`config.mk`:
```
export PLATFORM = sky130hd
export DESIGN_NAME = inst_fetch_buffer_flat
export DESIGN_NICKNAME = d
export VERILOG_FILES = /design/src/rtl/inst_fetch_buffer_pkg.sv /design/src/rtl/inst_fetch_buffer_if.sv /design/src/rtl/inst_window_extract.sv /design/src/rtl/inst_fetch_buffer.sv /design/src/flat_wrapper.sv
export SDC_FILE = /design/constraint.sdc
export NUM_CORES = 1
export LEC_CHECK = 0
export BUFFER_PORTS_ARGS = -buffer_cell sky130_fd_sc_hd__buf_4
export CORE_MARGIN = 5
export CORE_UTILIZATION = 64
export CTS_CLUSTER_DIAMETER = 60
export DETAILED_ROUTE_END_ITERATION = 7
export HOLD_SLACK_MARGIN = 0.06
export PLACE_DENSITY = 0.95
export RECOVER_POWER = 50
export SYNTH_ARGS = -nofsm -noshare
export SYNTH_HDL_FRONTEND = slang
export SYNTH_HIERARCHICAL = 1
export SYNTH_SLANG_ARGS = --single-unit
```
`constraint.sdc`:
```
create_clock -name clk -period 7.9 [get_ports clk]
set_input_delay 1.185 -clock clk [delete_from_list [all_inputs] [get_ports clk]]
set_output_delay 1.185 -clock clk [all_outputs]
set_load 0.01 [all_outputs]
```
`src/rtl/inst_fetch_buffer_pkg.sv`:
```
// Shared constants and state encoding for the instruction fetch buffer and the Fetch stage.
package inst_fetch_buffer_pkg;

  localparam int INST_BYTES = 10;
  localparam int WORD_BYTES = 8;
  localparam int INSTBUS_W  = INST_BYTES * 8;
  localparam int LINE_WORDS = 3;
  localparam int LINE_W     = LINE_WORDS * WORD_BYTES * 8;

  typedef enum logic [1:0] {
    ST_IDLE = 2'd0,
    ST_FILL = 2'd1,
    ST_RESP = 2'd2
  } state_t;

  // Slots that must be valid for a window starting at byte offset off.
  function automatic logic [2:0] need_mask(input logic [2:0] off);
    return (off == 3'd7) ? 3'b111 : 3'b011;
  endfunction

endpackage

```
`src/rtl/inst_fetch_buffer_if.sv`:
```
// CPU-side request/response and ROM-side req/ack signals of the instruction fetch buffer.
interface inst_fetch_buffer_if #(
  parameter int ADDR_W = 64
);
  import inst_fetch_buffer_pkg::*;

  logic                 req_i;
  logic [ADDR_W-1:0]    pc_i;
  logic                 flush_i;
  logic                 ready_o;
  logic                 inst_valid_o;
  logic [INSTBUS_W-1:0] inst_o;
  logic                 err_o;
  logic                 rom_req_o;
  logic [ADDR_W-1:0]    rom_addr_o;
  logic                 rom_ack_i;
  logic [63:0]          rom_data_i;
  logic                 rom_err_i;

  modport slave (
    input  req_i, pc_i, flush_i, rom_ack_i, rom_data_i, rom_err_i,
    output ready_o, inst_valid_o, inst_o, err_o, rom_req_o, rom_addr_o
  );

  modport master (
    output req_i, pc_i, flush_i, rom_ack_i, rom_data_i, rom_err_i,
    input  ready_o, inst_valid_o, inst_o, err_o, rom_req_o, rom_addr_o
  );

endinterface

```
`src/rtl/inst_window_extract.sv`:
```
// Byte shifter: picks the 10-byte instruction window at byte offset off out of {w2,w1,w0}.
module inst_window_extract
  import inst_fetch_buffer_pkg::*;
(
  input  logic [LINE_W-1:0]    line,
  input  logic [2:0]           off,
  output logic [INSTBUS_W-1:0] window
);

  // The highest byte a window can reach is 7+9=16; the rest of w2 never contributes.
  logic unused_hi;
  assign unused_hi = ^line[LINE_W-1:8*17];

  always_comb begin
    window = '0;
    for (int i = 0; i < INST_BYTES; i++) begin
      window[INSTBUS_W-1-8*i -: 8] = line[8*(int'(off) + i) +: 8];
    end
  end

endmodule

```
`src/rtl/inst_fetch_buffer.sv`:
```
// Instruction fetch buffer: 3-word line buffer in front of the instruction ROM, returning a 10-byte window per PC.
module inst_fetch_buffer
  import inst_fetch_buffer_pkg::*;
#(
  parameter int ADDR_W = 64
) (
  input  logic              clk,
  input  logic              rst,
  inst_fetch_buffer_if.slave bus
);

  localparam logic [ADDR_W-1:0] WORD_STEP = ADDR_W'(WORD_BYTES);

  state_t                state, state_n;
  logic [2:0]            v, v_n;
  logic [ADDR_W-1:0]     base_tag, base_tag_n;
  logic [2:0]            off, off_n;
  logic                  err_q, err_n;
  logic                  flush_pend, flush_pend_n;
  logic [INSTBUS_W-1:0]  inst_hold;
  logic [63:0]           w [LINE_WORDS];

  logic                  do_shift, do_wr;
  logic [1:0]            k;
  logic [2:0]            missing, v_fill, fill_mask, req_mask, v_shift;
  logic [ADDR_W-1:0]     req_base;
  logic                  same_line, next_line;
  logic [INSTBUS_W-1:0]  window, resp_window;

  assign req_base  = {bus.pc_i[ADDR_W-1:3], 3'b000};
  assign req_mask  = need_mask(bus.pc_i[2:0]);
  assign same_line = (req_base == base_tag);
  assign next_line = (req_base == base_tag + WORD_STEP);
  assign v_shift   = {1'b0, v[2:1]};
  assign fill_mask = need_mask(off);
  assign missing   = ~v & fill_mask;
  assign v_fill    = v | (3'b001 << k);

  always_comb begin
    if (missing[0])      k = 2'd0;
    else if (missing[1]) k = 2'd1;
    else                 k = 2'd2;
  end

  inst_window_extract u_extract (
    .line   ({w[2], w[1], w[0]}),
    .off    (off),
    .window (window)
  );

  assign resp_window = err_q ? '0 : window;

  always_ff @(posedge clk or posedge rst) begin
    if (rst) begin
      state      <= ST_IDLE;
      v          <= '0;
      base_tag   <= '0;
      off        <= '0;
      err_q      <= 1'b0;
      flush_pend <= 1'b0;
      inst_hold  <= '0;
    end else begin
      state      <= state_n;
      v          <= v_n;
      base_tag   <= base_tag_n;
      off        <= off_n;
      err_q      <= err_n;
      flush_pend <= flush_pend_n;
      if (state == ST_RESP) inst_hold <= resp_window;
    end
  end

  // Line words carry no reset; their valid bits above decide whether they are used.
  always_ff @(posedge clk) begin
    if (do_shift) begin
      w[0] <= w[1];
      w[1] <= w[2];
    end
    if (do_wr) w[k] <= bus.rom_data_i;
  end

  always_comb begin
    state_n      = state;
    v_n          = v;
    base_tag_n   = base_tag;
    off_n        = off;
    err_n        = err_q;
    flush_pend_n = flush_pend;
    do_shift     = 1'b0;
    do_wr        = 1'b0;
    unique case (state)
      ST_IDLE: begin
        if (bus.flush_i) v_n = '0;
        if (bus.req_i) begin
          off_n        = bus.pc_i[2:0];
          err_n        = 1'b0;
          flush_pend_n = 1'b0;
          if (bus.flush_i || !(same_line || next_line)) begin
            v_n        = '0;
            base_tag_n = req_base;
            state_n    = ST_FILL;
          end else if (same_line) begin
            state_n = ((v & req_mask) == req_mask) ? ST_RESP : ST_FILL;
          end else begin
            do_shift   = 1'b1;
            v_n        = v_shift;
            base_tag_n = req_base;
            state_n    = ((v_shift & req_mask) == req_mask) ? ST_RESP : ST_FILL;
          end
        end
      end
      ST_FILL: begin
        if (bus.flush_i) flush_pend_n = 1'b1;
        if (bus.rom_ack_i) begin
          // A flush seen at any point of the fill discards the returning word and the request.
          if (bus.flush_i || flush_pend) begin
            v_n          = '0;
            flush_pend_n = 1'b0;
            state_n      = ST_IDLE;
          end else if (bus.rom_err_i) begin
            v_n     = '0;
            err_n   = 1'b1;
            state_n = ST_RESP;
          end else begin
            do_wr = 1'b1;
            v_n   = v_fill;
            if ((v_fill & fill_mask) == fill_mask) state_n = ST_RESP;
          end
        end
      end
      ST_RESP: begin
        if (bus.flush_i) v_n = '0;
        state_n = ST_IDLE;
      end
      default: state_n = ST_IDLE;
    endcase
  end

  always_comb begin
    bus.ready_o      = (state == ST_IDLE);
    bus.inst_valid_o = (state == ST_RESP);
    bus.err_o        = (state == ST_RESP) && err_q;
    bus.rom_req_o    = (state == ST_FILL);
    bus.rom_addr_o   = (state == ST_FILL) ? base_tag + ADDR_W'({k, 3'b000}) : '0;
    bus.inst_o       = (state == ST_RESP) ? resp_window : inst_hold;
  end

endmodule
```
`src/flat_wrapper.sv`:
```
// flat-port wrapper written by rule: the top's interface ports become plain ports
module inst_fetch_buffer_flat import inst_fetch_buffer_pkg::*;
#(
  parameter int ADDR_W = 64
)
  (clk, rst, bus_req_i, bus_pc_i, bus_flush_i, bus_rom_ack_i, bus_rom_data_i, bus_rom_err_i, bus_ready_o, bus_inst_valid_o, bus_inst_o, bus_err_o, bus_rom_req_o, bus_rom_addr_o);
  inst_fetch_buffer_if #(.ADDR_W(ADDR_W)) bus_i ();
  input  logic clk;
  input  logic rst;
  input wire logic [$bits(bus_i.req_i)-1:0] bus_req_i;
  input wire logic [$bits(bus_i.pc_i)-1:0] bus_pc_i;
  input wire logic [$bits(bus_i.flush_i)-1:0] bus_flush_i;
  input wire logic [$bits(bus_i.rom_ack_i)-1:0] bus_rom_ack_i;
  input wire logic [$bits(bus_i.rom_data_i)-1:0] bus_rom_data_i;
  input wire logic [$bits(bus_i.rom_err_i)-1:0] bus_rom_err_i;
  output wire logic [$bits(bus_i.ready_o)-1:0] bus_ready_o;
  output wire logic [$bits(bus_i.inst_valid_o)-1:0] bus_inst_valid_o;
  output wire logic [$bits(bus_i.inst_o)-1:0] bus_inst_o;
  output wire logic [$bits(bus_i.err_o)-1:0] bus_err_o;
  output wire logic [$bits(bus_i.rom_req_o)-1:0] bus_rom_req_o;
  output wire logic [$bits(bus_i.rom_addr_o)-1:0] bus_rom_addr_o;
  assign bus_i.req_i = bus_req_i;
  assign bus_i.pc_i = bus_pc_i;
  assign bus_i.flush_i = bus_flush_i;
  assign bus_i.rom_ack_i = bus_rom_ack_i;
  assign bus_i.rom_data_i = bus_rom_data_i;
  assign bus_i.rom_err_i = bus_rom_err_i;
  assign bus_ready_o = bus_i.ready_o;
  assign bus_inst_valid_o = bus_i.inst_valid_o;
  assign bus_inst_o = bus_i.inst_o;
  assign bus_err_o = bus_i.err_o;
  assign bus_rom_req_o = bus_i.rom_req_o;
  assign bus_rom_addr_o = bus_i.rom_addr_o;
  inst_fetch_buffer #(.ADDR_W(ADDR_W)) u_core (.clk(clk), .rst(rst), .bus(bus_i));
endmodule
```
# --- Word level (Yosys, flattened, before mapping) ---
# Memories as Yosys holds them, arrays and structs flattened.
# Cells that the tools add are included.
op_classes:
  n_eq_ne: 15
  n_shift: 11
  bitwise_logic: 6
  reduce_logical: 15
  add_sub_neg: 11
  mux: 51
op_table:
  columns: ["op", "count"]
  rows:
  - ["192-bit by 8-bit variable part select with 8-bit output", 7]
  - ["192-bit by 9-bit variable part select with 8-bit output", 2]
  - ["64-bit two-way mux", 4]
  - ["192-bit by 7-bit variable part select with 8-bit output", 1]
  - ["80-bit two-way mux", 2]
  - ["64-bit == test", 2]
  - ["64-bit by 4-bit adder with 64-bit output, second input constant", 1]
  - ["64-bit by 5-bit adder with 64-bit output", 1]
  - ["64-bit OR reduction", 1]
  - ["3-bit two-way mux", 9]
  - ["2-bit two-way mux", 12]
  - ["1-bit two-way mux", 20]
  - ["3-bit by 3-bit adder with 4-bit output, second input constant", 4]
  - ["3-bit by 4-bit adder with 5-bit output, second input constant", 2]
  - ["2-bit != test, second input constant", 5]
  - ["3-bit == test", 3]
  - ["3-bit case mux with 3 select lines", 1]
  - ["3-bit by 2-bit adder with 4-bit output, second input constant", 2]
  - ["3-bit AND", 2]
  - ["3-bit == test, second input constant", 2]
  - ["2-bit AND reduction", 3]
  - ["3-bit AND reduction", 2]
  - ["5-bit AND reduction", 1]
  - ["3-bit by 1-bit adder with 4-bit output, second input constant", 1]
  - ["16 further kinds", 19]
totals:
  ramBits: 192
  reg_bits: 154
  in_bits: 134
  n_memories: 1
  wordCells: 117
mem_list:
  columns: ["memory", "depth", "word_bits", "read_ports", "rd_clocked_by_memory_dff", "write_ports", "line", "source"]
  rows:
  - ["u_core.w", 3, 64, 3, 0, 2, "inst_fetch_buffer.sv:21", "logic [63:0] w [LINE_WORDS];"]

# --- Depth between registers and ports, before layout ---
# Gate-level depths: netlist of run 1.
logic_depth:
  word_depth: 14
  mapped_depth: 12

# --- By module ---
# Netlist of run 1, hierarchy kept.
modules_own_cells:
  columns: ["mod", "n_inst", "area_each_um2", "cells_each"]
  rows:
  - ["inst_fetch_buffer", 1, 17941.0, 1714]
  - ["inst_window_extract", 1, 3783.6, 426]

# --- Least setup slack after synthesis of run 1 ---
# No wires, ideal clock.
synth_path:
  path_kind: "input -> register"
  startpoint: "in bus_pc_i[6]"
  endpoint: "mem u_core.w[0][0] (enable)"
  setup_time_ns: 0.424
  path_stages: 9
  n_path_buf: 0
  slack_ns: 3.272
  arrival_ns: 4.205
  cell_sequence: "xnor2_1 > xor2_1 > or4_1 > nor4_1 > nand4_1 > a2111oi_0 > and4_1 > nand3_1 > nand2_1"
synth_lines:
  columns: ["item", "line", "source"]
  rows:
  - ["start, declared", "flat_wrapper.sv:11", "input wire logic [$bits(bus_i.pc_i)-1:0] bus_pc_i;"]
  - ["end, declared", "inst_fetch_buffer.sv:21", null]

# --- Final worst setup path of run 1 ---
layout_path:
  startpoint: "reg u_core.off[1]"
  endpoint: "out bus_inst_o[23]"
layout_between:
  elab_chain_cells: 4
layout_lines:
  columns: ["item", "line", "source"]
  rows:
  - ["start, declared", "inst_fetch_buffer.sv:17", "logic [2:0] off, off_n;"]
  - ["start signal, assigned", "inst_fetch_buffer.sv:66", "off <= off_n;"]
  - ["3-bit by 3-bit adder with 4-bit output", "inst_window_extract.sv:17", "window[INSTBUS_W-1-8*i -: 8] = line[8*(int'(off) + i) +: 8];"]
  - ["192-bit by 8-bit variable part select with 8-bit output", "inst_window_extract.sv:17", null]
  - ["via u_core.window[23]", "inst_fetch_buffer.sv:28", "logic [INSTBUS_W-1:0] window, resp_window;"]
  - ["80-bit two-way mux", "inst_fetch_buffer.sv:51", "assign resp_window = err_q ? '0 : window;"]
  - ["80-bit two-way mux", "inst_fetch_buffer.sv:145", "bus.inst_o = (state == ST_RESP) ? resp_window : inst_hold;"]
  - ["end, declared", "flat_wrapper.sv:18", "output wire logic [$bits(bus_i.inst_o)-1:0] bus_inst_o;"]
# The timed path passes the listed nets, and every way through them passes these cells.

==> impl_metrics.toml, run 1 <==
[floorplanning]
start_util_pct = 64.8
die_area_mm2 = 0.0377
design.core.area_mm2 = 0.0335
die_x_um = 194
die_h_um = 194
ios = 282
row_count = 67

[power]
powerDensity_mw_per_mm2 = 399
p_seq_share_pct = 29.6
p_leak_nw = 9.79
ir_worst_vdd_mv = 0.278
swShare_pct = 45.1
p_int_w = 0.00542
p_switching_w = 0.00445
combPwrFrac_pct = 51.7
clockPowerShare_pct = 18.7

[sta]
max-slew-margin-rel_pct = -202
tightestPinTransition_ps = 4500
tns_ps = 0
finalCritPeriodShare_pct = 81.5
finalHoldViolations = 0
fmax_mhz = 155
rsz0062_at_grt = "false"
final-setup-viol-count = 0
fin_skew_ps = 34.5
drv_slew = 328
layout_min_cycle_time_ps = 6440

[critical_path]
cp_num_buf_inv = 2
cpMaxStageDelayCell = "nand2_1"
arrival_ps = 5260
path_max_fanout = 32
critical_path_class = "reg2out"
cp.required_ps = 6710
max_stage_delay_ps = 1190
critPathTopFamily = "simple AND/OR/NAND/NOR gates"
reg2reg_depth = 8
reg2reg_from = "u_core/state[1]"
start_kind = "flip-flop"
worstPathCellList = "clkbuf_1 -> nand2_1 -> o22ai_1 -> a221o_1 -> nand2_1 -> o21ai_0 -> buf_4"
end_kind = "output port"
crit_path_frequent_cell = "nand2_1"
r2r-end = "u_core/w[0][8]"
rrSetupSlack_ps = 1770

[outcome]
status = "finished with violations"
violations = "DRC, capacitance limit, slew limit"

[global_route]
grt_max_degree = 98
grt_overflow = 0
antenna_found_initial = 3
grt_pass1_wl_mm = 127
grt_pass1_vias = 19500
grtUsageTotal_pct = 44.3

[min_path]
worstHoldEndpoint = "u_core/w[1][51]"
hold_depth = 2
min_from = "u_core/w[2][51]"
hp-class = "reg2reg"

[yosys]
synth.top_cell.area_share_pct = 26.5
synth_cells = 2140
avgSynthCellArea_um2 = 10.2
ys_ff_latch = 343
synth.area.top_cells = "edfxtp_1 (27%), dfrtp_1 (17%), mux2_2 (9.5%)"
synthArstFlopShare_pct = 44.0
syn_area_mm2 = 0.0217
synth_area_leader_cell = "edfxtp_1"
synth_top_flop_cell = "edfxtp_1"
synth_edf_count = 192
post-synth-top-count-cell = "nand2_1"
ys_types = 77
synth_seq_area_share_pct = 43.9
synth_warnings = 6
netlist_top_cells_count = "nand2_1 (326), edfxtp_1 (192), mux2_2 (184)"

[clocking]
cts_setup_buffers = 0
clkSlewWorstSetupHoldPaths_ps = 60
cts_buffers = 40
cts_tree = "built"
htreeDepth = 2
cts.sinks = 343
clockBufferDepth = 3
ctsHoldBuffers = 0
clockRootBuffer = "clkbuf_16"
clk-insertion-delay-late_ps = 590
cts_resized = 0

[drt]
first_iter_violations = 3254
vias_per_cell = 7.17
post-route-drc-count = 9
drt_first_pass_iters = 8
drt-wirelength-per-cell_um = 31.0
ant_nets = 0
route.vias.total = 20000
wl_mm = 86.8

[final_layout]
nets = 2456
area_delta_synth_final_pct = 13.9
drive_above_1_share_pct = 21.4
multiInputGateArea_mm2 = 0.0110
final_core_util_pct = 73.8
fill_cells = 2254
register_area_mm2 = 0.00955

[placement]
dp_hpwl_mm = 62.8
finalWeightedCongestion = 1.05
io_buffers = 278

[job]
max-cap-violations = 6
[power groups by stage]
stage                     Clock (W)  Sequential [W]  Combinational, W
final                       0.00185         0.00292           0.00510
after global routing        0.00193         0.00296           0.00529
after CTS                   0.00185         0.00289           0.00495
after detailed placement          0         0.00292           0.00489
after global placement            0         0.00289           0.00482
after floorplan                   0         0.00245           0.00351
[area by class of cell]
cell class,count,share of cell area (%)
multi-input combinational,1538,44.4
sequential,343,38.6
timing repair buffer,301,8.07
clock buffer,53,4.33
tap,448,2.26
inverter,90,1.37
clock inverter,19,0.890
antenna,5,0.0506
[logic make-up (layout without fill, tap and decap cells)]
group / Yosys count / count (layout) / synth area share [%]
buf+inv: 261 / 463 / 5.54
flops: 343 / 343 / 43.9
compound gates: 346 / 346 / 11.1
other cells: 1 / 8 / 0.0173
xor+xnor: 134 / 134 / 5.40
fa+ha+maj: 8 / 8 / 0.495
simple gates: 723 / 723 / 17.1
mux: 324 / 324 / 16.4
[through the flow]
stage / hold slack [ps] / instance area [µm²] / power [W] / worst slack [ps] / cells
2_1_floorplan: 470 / 21700 / 0.00595 / 2650 / 2142
3_3_place_gp: 494 / 23700 / 0.00771 / 2680 / 2720
3_5_place_dp: 506 / 23700 / 0.00781 / 2430 / 2720
4_1_cts: 518 / 25000 / 0.00969 / 2280 / 2792
5_1_grt: 545 / 24700 / 0.0102 / 1340 / 2794
6_report: 518 / 24800 / 0.00987 / 1460 / 2797
[how the worst max path moves through the flow]
stage	start	end	slack, ps	cells past startpoint
floorplan	rst	u_core/base_tag[10]	2650	1
global placement	bus_pc_i[6]	u_core/w[1][8]	2680	11
detailed placement	bus_pc_i[6]	u_core/w[1][8]	2430	11
CTS	u_core/v[0]	bus_rom_addr_o[63]	2280	13
global route	u_core/state[1]	u_core/w[1][51]	1340	11
finish	u_core/off[1]	bus_inst_o[23]	1460	7
[layer usage]
layer / global-route usage, % / up-vias / wire [µm]
li1: - / 8174 / -
met1: 54.1 / 9614 / 29400
met2: 71.2 / 1786 / 39800
met3: 9.63 / 474 / 9850
met4: 29.1 / 0 / 7660
met5: 0 / - / 0
[cells in the final DEF (no fill, tap or decap), types with 19 or more instances in the layout]
master and count:
nor2_1 51, nor4_1 36, inv_1 88, xnor2_1 100, buf_4 230, dfrtp_1 149, mux2_2 165, a221o_1 64
nand4_1 57, and3_1 19, o21ai_0 106, mux2i_1 121, nand2_1 325, and2_1 59, o22ai_1 76, clkbuf_16 41
xor2_1 34, or3_1 19, edfxtp_1 192, nand3_1 42, mux2_1 26, nor3_1 21, clkbuf_1 81
[worst register-to-register path, delay by kind of cell (launching register included)]
family / cells / cell delay (ps)
flip-flops: 1 / 420
multiplexers: 1 / 1130
buffers and inverters: 3 / 3170
adder cells (fa/ha/maj): 1 / 150
AND/OR/NAND/NOR: 3 / 980
[state kept, by name (all words and copies together) (netlist names)]
name               cells
u_core/err_q           1
u_core/flush_pend      1
u_core/v               3
u_core/off             3
u_core/state           2
u_core/inst_hold      80
u_core/w             192
u_core/base_tag       61
No activity file was read; power rests on OpenSTA's default activity.
==> inputs of run 2 (changes only) <==
Settings changed: ABC_AREA set to 1, CORE_UTILIZATION 64 to 53, PLACE_DENSITY 0.95 to 0.87.
Clock period 7.9 ns to 5.55 ns, I/O delays scaled along.
==> run 2 against run 1 <==
  * The flow finishes with violations (capacitance limit, slew limit)
  * Clock skew fell by 4.9 ps
  * Hold slack got worse by 43 ps
  * Die area increased by 20%
  * First-iteration DRC count grew 16%
  * Critical path depth is 9 higher
  * Critical path type unchanged
  * Largest cell class unchanged
  * Highest routed layer is now met5
==> impl_metrics.toml, run 2 <==
[outcome]
status = "finished with violations"
violations = "capacitance limit, slew limit"

[floorplanning]
die_h_um = 212
die_x_um = 212
die_area_mm2 = 0.0451
row_count = 74
ios = 282
design.core.area_mm2 = 0.0406
start_util_pct = 53.4

[yosys]
synth.area.top_cells = "edfxtp_1 (27%), nand2_1 (22%), dfrtp_1 (17%)"
avgSynthCellArea_um2 = 7.01
synth_top_flop_cell = "edfxtp_1"
synth_seq_area_share_pct = 44.0
netlist_top_cells_count = "nand2_1 (1,293), nand3_1 (506), inv_1 (211)"
post-synth-top-count-cell = "nand2_1"
synth_cells = 3097
ys_types = 39
synthArstFlopShare_pct = 44.0
synth_warnings = 6
ys_ff_latch = 343
syn_area_mm2 = 0.0217
synth_area_leader_cell = "edfxtp_1"
synth_edf_count = 192
synth.top_cell.area_share_pct = 26.6

[critical_path]
end_kind = "output port"
arrival_ps = 4160
path_max_fanout = 5
critical_path_class = "reg2out"
cp.required_ps = 4720
start_kind = "flip-flop"

[drt]
drt_first_pass_iters = 7
post-route-drc-count = 0
route.vias.total = 22700
first_iter_violations = 3772
drt-wirelength-per-cell_um = 21.0
ant_nets = 0
wl_mm = 81.0
vias_per_cell = 5.89

[final_layout]
final_common_cell = "nand2_1"
nets = 3434
final_core_util_pct = 61.6
area_delta_synth_final_pct = 15.3
reg_top3 = "u_core/w (192), u_core/inst_hold (80), u_core/base_tag (61)"
layout_common_cells = "nand2_1 (1,291), nand3_1 (506), buf_4 (231)"
largest_register = "u_core/w"
largest_reg_flops = 192
fill_cells = 3686
drive_above_1_share_pct = 10.8
stdcell_area_mm2 = 0.0250

[sta]
finalHoldViolations = 0
tns_ps = 0
rsz0062_at_grt = "false"
drv_slew = 310
tightestPinTransition_ps = 2820
fin_skew_ps = 29.6
max-slew-margin-rel_pct = -88.3
final-setup-viol-count = 0
fmax_mhz = 200
layout_min_cycle_time_ps = 4990
finalCritPeriodShare_pct = 89.9

[clocking]
cts.sinks = 343
cts_resized = 0
cts_tree = "built"
clk-insertion-delay-late_ps = 570
htreeDepth = 2
clockRootBuffer = "clkbuf_16"
cts_setup_buffers = 0
clockBufferDepth = 3
ctsHoldBuffers = 0
clkSlewWorstSetupHoldPaths_ps = 60
cts_buffers = 39

[placement]
dp_hpwl_mm = 60.8
io_buffers = 278
finalWeightedCongestion = 1.12
placed_area_mm2 = 0.0240

[min_path]
hp-class = "reg2reg"

[global_route]
grtUsageTotal_pct = 34.7
grt_pass1_wl_mm = 121
grt_pass1_vias = 20600
grt_overflow = 0
grt_max_degree = 123
antenna_found_initial = 11

[power]
powerDensity_mw_per_mm2 = 529
p_leak_nw = 11.7
ir_worst_vdd_mv = 0.333

[job]
max-cap-violations = 4
[run 2: changes by cell type after synthesis, sizes merged, moves of 77 or more]
cell	delta
nand2	+978
nand3	+463
mux2	-200
nor2	+169
inv	+138
mux2i	-121
xnor2	-77
[run 2: area by class of cell]
type                       count  area [µm²]  share of cell area [%]
antenna                        5        12.5                  0.0500
clock buffer                  55        1180                    4.70
clock inverter                16         130                   0.520
inverter                     228         863                    3.45
multi-input combinational   2377       10600                    42.4
sequential                   343        9550                    38.2
tap                          532         666                    2.66
timing repair buffer         303        2010                    8.03
[run 2: metal layers]
layer / up-vias / global-route usage, % / wire [µm]
li1: 10400 / - / -
met1: 10500 / 46.5 / 30200
met2: 1527 / 54.2 / 36300
met3: 270 / 8.44 / 10100
met4: 14 / 15.1 / 4370
met5: - / 0 / 103
[run 2: worst paths after layout]
kind,start,to,slack (ps),depth (start not counted)
hold reg to reg,u_core/inst_hold[74],u_core/inst_hold[74],480,2
setup reg to reg,u_core/base_tag[4],u_core/w[0][47],1210,16
max in group asynchronous,rst,u_core/inst_hold[25],1900,3
min in group asynchronous,rst,u_core/inst_hold[0],490,2
setup / recovery,u_core/v[0],bus_rom_addr_o[51],560,16
hold / removal,u_core/inst_hold[74],u_core/inst_hold[74],480,2
[run 2: where the power goes]
group	total [W]	switching, W	internal [W]
sequential	0.00380	0.000561	0.00324
clock	0.00263	0.00109	0.00154
combinational	0.00682	0.00459	0.00222
total	0.0132	0.00625	0.00700
[run 2: kinds of logic after synthesis]
group / count (synthesis) / synth area share (%)
flip-flops: 343 / 44.0
buffers and inverters: 379 / 7.25
AND/OR/NAND/NOR: 2088 / 40.3
adder cells (fa/ha/maj): 8 / 0.496
AO/OA/AOI/OAI: 201 / 4.81
other: 1 / 0.0173
XOR/XNOR: 77 / 3.11
[run 2: through the flow]
step                      hold WS [ps]  std cells  setup WS, ps  power, W
final                              475       3859           562    0.0132
after CTS                          437       3854           638    0.0131
after global routing               489       3857           355    0.0140
after floorplan                    465       3099           653   0.00792
after global placement             461       3783          1380    0.0103
after detailed placement           463       3783          1240    0.0104
[run 2: critical path, stage by stage, from the launching register on]
cell and delay [ps]:
dfrtp_1 410, inv_1 90, nor2_1 320, ha_1 270, fa_1 280, inv_1 100
nor2_1 220, inv_1 120, nor2_1 100, inv_1 80, nor3_1 220, inv_1 100
nor4_1 680, nand2_1 180, o21ai_0 200, a21oi_1 70, buf_4 150
